### config.mk
export PLATFORM = sky130hd
export DESIGN_NAME = data_mmio_responder
export DESIGN_NICKNAME = d
export VERILOG_FILES = /design/src/rtl/data_mmio_responder.sv
export SDC_FILE = /design/constraint.sdc
export NUM_CORES = 1
export LEC_CHECK = 0
export BUFFER_PORTS_ARGS = -buffer_cell sky130_fd_sc_hd__buf_4
export CORE_ASPECT_RATIO = 0.5
export CORE_MARGIN = 3
export CORE_UTILIZATION = 47
export DETAILED_ROUTE_END_ITERATION = 6
export PLACE_DENSITY_LB_ADDON = 0.1
export SYNTH_ARGS = -nofsm -noshare
export SYNTH_HDL_FRONTEND = slang
export SYNTH_SLANG_ARGS = --single-unit
### constraint.sdc
create_clock -name cpu_clk_50M -period 7.8 [get_ports cpu_clk_50M]
set_clock_uncertainty 0.2 [all_clocks]
set_input_delay 2.34 -clock cpu_clk_50M [delete_from_list [all_inputs] [get_ports cpu_clk_50M]]
set_output_delay 2.34 -clock cpu_clk_50M [all_outputs]
set_load 0.01 [all_outputs]
### src/rtl/data_mmio_responder.sv
// Memory-mapped register block on the CPU data port: LEDs, synchronised switches,
// a free-running timer with compare interrupt, and a scratch word.
module data_mmio_responder #(
   parameter logic [15:0] BASE_ADDR = 16'hBFAF,
   parameter int          LED_W     = 16,
   parameter int          SW_W      = 8
) (
   input  logic             cpu_clk_50M,
   input  logic             cpu_rst,
   input  logic             dce,
   input  logic [3:0]       we,
   input  logic [31:0]      daddr,
   input  logic [31:0]      din,
   output logic [31:0]      dm,
   output logic [LED_W-1:0] led,
   input  logic [SW_W-1:0]  sw,
   output logic             timer_irq
);

   localparam logic [13:0] IDX_LED     = 14'd0;
   localparam logic [13:0] IDX_SWITCH  = 14'd1;
   localparam logic [13:0] IDX_TIMER   = 14'd2;
   localparam logic [13:0] IDX_COMPARE = 14'd3;
   localparam logic [13:0] IDX_CTRL    = 14'd4;
   localparam logic [13:0] IDX_STATUS  = 14'd5;
   localparam logic [13:0] IDX_SCRATCH = 14'd6;

   logic [LED_W-1:0] led_reg;
   logic [SW_W-1:0]  sync1_reg, sync2_reg;
   logic [31:0]      timer_reg, compare_reg, scratch_reg, dm_reg;
   logic             ten_reg, irq_en_reg, irq_pending_reg;

   logic        hit, wr_any, wr_timer, irq_event, irq_clear;
   logic [13:0] idx;
   logic [31:0] wmask, timer_inc, timer_next, rd_data, dm_next;
   logic [1:0]  unused_addr;

   assign hit         = dce && (daddr[31:16] == BASE_ADDR);
   assign idx         = daddr[15:2];
   assign unused_addr = daddr[1:0];
   assign wr_any      = hit && (we != 4'b0000);
   assign wr_timer    = wr_any && (idx == IDX_TIMER);
   assign timer_inc   = ten_reg ? timer_reg + 32'd1 : timer_reg;
   // Compare uses the pre-increment count; the pending flag appears one cycle later.
   assign irq_event   = ten_reg && (timer_reg == compare_reg);
   assign irq_clear   = wr_any && (idx == IDX_STATUS) && we[0] && din[0];

   // Written timer bytes load directly; the rest follow the increment.
   genvar gi;
   generate
      for (gi = 0; gi < 4; gi++) begin : g_byte
         assign wmask[8*gi +: 8]      = {8{we[gi]}};
         assign timer_next[8*gi +: 8] = (wr_timer && we[gi]) ? din[8*gi +: 8]
                                                             : timer_inc[8*gi +: 8];
      end
   endgenerate

   always_comb begin
      rd_data = '0;
      if (hit) begin
         case (idx)
            IDX_LED:     rd_data[LED_W-1:0] = led_reg;
            IDX_SWITCH:  rd_data[SW_W-1:0]  = sync2_reg;
            IDX_TIMER:   rd_data = timer_reg;
            IDX_COMPARE: rd_data = compare_reg;
            IDX_CTRL:    rd_data[1:0] = {irq_en_reg, ten_reg};
            IDX_STATUS:  rd_data[0] = irq_pending_reg;
            IDX_SCRATCH: rd_data = scratch_reg;
            default:     rd_data = '0;
         endcase
      end
   end

   // Write cycles return zero; idle cycles hold the previous read data.
   always_comb begin
      dm_next = dm_reg;
      if (dce) begin
         dm_next = (we != 4'b0000) ? 32'h0 : rd_data;
      end
   end

   always_ff @(posedge cpu_clk_50M) begin
      if (cpu_rst) begin
         led_reg         <= '0;
         sync1_reg       <= '0;
         sync2_reg       <= '0;
         timer_reg       <= '0;
         compare_reg     <= '0;
         scratch_reg     <= '0;
         dm_reg          <= '0;
         ten_reg         <= 1'b0;
         irq_en_reg      <= 1'b0;
         irq_pending_reg <= 1'b0;
      end else begin
         sync1_reg <= sw;
         sync2_reg <= sync1_reg;
         timer_reg <= timer_next;
         dm_reg    <= dm_next;
         if (wr_any && idx == IDX_LED) begin
            led_reg <= (led_reg & ~wmask[LED_W-1:0]) | (din[LED_W-1:0] & wmask[LED_W-1:0]);
         end
         if (wr_any && idx == IDX_COMPARE) begin
            compare_reg <= (compare_reg & ~wmask) | (din & wmask);
         end
         if (wr_any && idx == IDX_SCRATCH) begin
            scratch_reg <= (scratch_reg & ~wmask) | (din & wmask);
         end
         if (wr_any && idx == IDX_CTRL && we[0]) begin
            ten_reg    <= din[0];
            irq_en_reg <= din[1];
         end
         // A compare event outranks a simultaneous clear.
         if (irq_event) begin
            irq_pending_reg <= 1'b1;
         end else if (irq_clear) begin
            irq_pending_reg <= 1'b0;
         end
      end
   end

   assign dm        = dm_reg;
   assign led       = led_reg;
   assign timer_irq = irq_pending_reg & irq_en_reg;

endmodule

==> results.txt <==
* Hold Slack: 0.2344 ns
- For this run, the leading register cell type out of synthesis is dfxtp_1.
- The cell area that synthesis handed to floorplanning was 0.007750 sq mm.
* Worst min-delay path category: flop to flop
- Relative contribution of combinational cells to total power: 4.7%
* Width of the chip: 187.6 microns
* #FFs+latches synth: 163
- WL met1: 10,600 microns
- The routed design uses 9393 microns of met2 wire.
- The number of global-route vias before repair was 6,474.
- In this run the worst path has a maximum fanout of 10.
- Setup violations remaining at the end of the flow were counted as 0.
- The number of antenna violations at the first check in global routing is 0.
- CP Capture Type: flop
- Routability-driven placement finished with a final weighted congestion of 0.8598.
* Starting utilization of the core area: 49.13%
- The worst setup path is of the input port to flop kind.
* Clock tree from TritonCTS: yes
- Global routing consumed, over all layers together, 24.20% of the routing resources.
- For this run, the post-layout net count is 1,026.
* Core area: 0.01578 sq mm
* Critical Path AT: 5.00 ns
- STA classifies the critical path startpoint as an input port.
- Part of the power in the clock network: 45.1%
- Clock latency at the later pin of the worst-skew pair: 0.43 ns
- CTS clk-pin slew, worst paths: 0.06 ns
- Dividing total power by cell area gives a power density of 179.0 mW/mm^2.
- Switching part of the total power: 23.05%
- Final hold violation count: 0
- Highest Clock Rate: 0.2032 GHz
* Antenna diodes: 0
* Result of the run: complete, no violations
- Relative to the synthesized area, the layout overhead comes to 20.23%.
- The number of nets in the synthesized netlist is 931.
- Number of max-cap violations: 0
- Slew @ Worst Pin: 1.040 ns
* Post-detailed-route DRC marker count: 0
* Num Clock Sinks: 163
- At the worst endpoint, the required time is 7.88 ns.
- The number of gates resized after CTS was 0.
- For this design the static power due to leakage is 4.015 nW.
- In this run, synthesis inferred 0 flip-flops with an integrated enable.
* Die extent in y: 96.80 microns
* Final ANT Viol Nets: 0
- Area leader, netlist: dfxtp_1
- Share of the cycle needed by the critical path after routing: 63.11%
- Psw: 0.3844 mW
- The highest layer touched by signal routing is met4.
- Setup repair after global routing left no endpoint under its margin.
- Number of vias in the routed layout: 6,679
- Worst slew margin relative to its limit: 30.00%
- Final-report max-slew violation count: 0
- The routed design uses 1560 microns of met3 wire.
- In this run, the number of DRC markers left after iteration 0 of detailed routing was 455.
- After synthesis, the largest area contributor takes up 42.11% of total cell area.
* Leading cell types in the layout, fill and taps excluded: dfxtp_1 (163), buf_4 (132), nor2_1 (116), mux2i_1 (94), nand2_1 (53)
* Number of port buffers: 125
- Top cells by area in the synthesized netlist: dfxtp_1 (42%), mux2i_1 (12%), nor2_1 (5.7%)
- Count of different cell masters after synthesis: 55
- Rows: 32
- The average instance in the mapped netlist occupies 9.107 sq um.
- After clock tree synthesis, the setup repair step added 0 buffers.
- Summing all non-filler instances in the final layout gives an area of 0.009318 sq mm.
- The Yosys step of the flow raised 0 warnings.
- Total routed wirelength: 21,910 microns
- Asr flop ratio synth: 0%
- Detailed-route wire length per cell: 18.57 microns
- Post-synthesis sequential area ratio: 42.11%
* Wire length of the first global-routing pass: 35,130 microns
* Post-route minimum period: 4.922 ns
- Synthesis produced 851 cells.
- In the final timing run, aggregate negative setup slack is 0 ns.
- Commonest non-fill, non-tap cell in the layout: dfxtp_1
- Area of the die: 0.01816 sq mm
- Worst voltage drop across the vdd grid: 0.0001733 V
* Area after detailed placement: 0.008802 sq mm
- Internal power comes to 1.283 mW.
- Registers are responsible for 50.2% of the overall power.
- CTS placed an instance of clkbuf_16 at the clock tree root.
* I/O pin cnt: 128
- Total half-perimeter wirelength after legalization and detailed placement: 15,340 microns
* Number of buffers inserted during clock tree synthesis: 17
- Maximum number of pins on one net before global-route repair: 88
* Layout cell share with drive strength beyond 1: 18.67%
* Mean number of vias per cell: 5.660
* Maximum level of the CTS H-tree: 4
* Sum of overflow across all layers after global routing: 0
- Detailed-router iteration count before antenna repair: 5
- After clock tree synthesis, the flow added hold-fix buffers numbering 0.
- Buffer levels on the longest clock path: 2
## critical path, stage by stage
cell     delay, ns
buf_4         0.10
or4_1         0.78
nor4_4        0.85
nand4_2       0.55
mux2i_1       0.31
nor2_1        0.06
## per-stage QoR
step | power, mW | worst slack (ns) | std cells | utilization (%)
after floorplan | 0.8854 | 3.278 | 851 | -
after global placement | 0.9325 | 2.525 | 1148 | 55.80
after detailed placement | 0.9331 | 2.492 | 1148 | 55.80
after CTS | 1.678 | 2.956 | 1180 | 59.07
after global routing | 1.718 | 2.801 | 1180 | 59.07
final | 1.667 | 2.878 | 1180 | 59.07
## synth_stat cells, drive strengths merged, types with 15 or more instances
library cell    n
nand4          36
nor4           15
nand2b         21
a22oi          27
mux2i          94
nand2          53
nand3          32
nor2          117
clkbuf         48
a211oi         24
dfxtp         163
xnor2          35
xor2           28
a21boi         16
nor2b          19
## layout make-up
cell class / count / area [sq um]
multi-input combinational: 624 / 4242
tap: 221 / 276.5
inverter: 8 / 30.03
fill: 1495 / 6457
clock inverter: 10 / 61.31
timing repair buffer: 132 / 991.0
sequential: 163 / 3263
clock buffer: 22 / 454.2
## cell families after synthesis
family,after synthesis,share of synthesized area [%]
flops,163,42.11
mux,95,12.29
compound gates,124,11.79
xor+xnor,63,7.120
buf+inv,64,3.374
simple gates,341,23.17
fa+ha+maj,1,0.1614
## per-layer routing
| metal | global-route usage (%) | vias to the layer above |
|---|---|---|
| met5 | 0 | - |
| met4 | 6.970 | 0 |
| met3 | 5.467 | 26 |
| met2 | 35.49 | 215 |
| met1 | 35.47 | 3194 |
| li1 | - | 3244 |
## power by group through the flow
stage | sequential [mW] | clock (mW) | combinational, mW
2_1_floorplan | 0.855 | 0 | 0.0302
3_3_place_gp | 0.856 | 0 | 0.0766
3_5_place_dp | 0.856 | 0 | 0.0772
4_1_cts | 0.837 | 0.763 | 0.0777
5_1_grt | 0.837 | 0.796 | 0.0842
6_report | 0.837 | 0.752 | 0.0779
## worst paths after layout
path | start | endpoint | slack [ns] | depth (start not counted)
setup reg to reg | ten_reg | timer_reg[17] | 4.91 | 5
hold / removal | sync1_reg[3] | sync2_reg[3] | 0.23 | 1
setup / recovery | daddr[11] | flop | 2.88 | 6
hold reg to reg | sync1_reg[3] | sync2_reg[3] | 0.23 | 1
(Power assumes the default switching activity.)
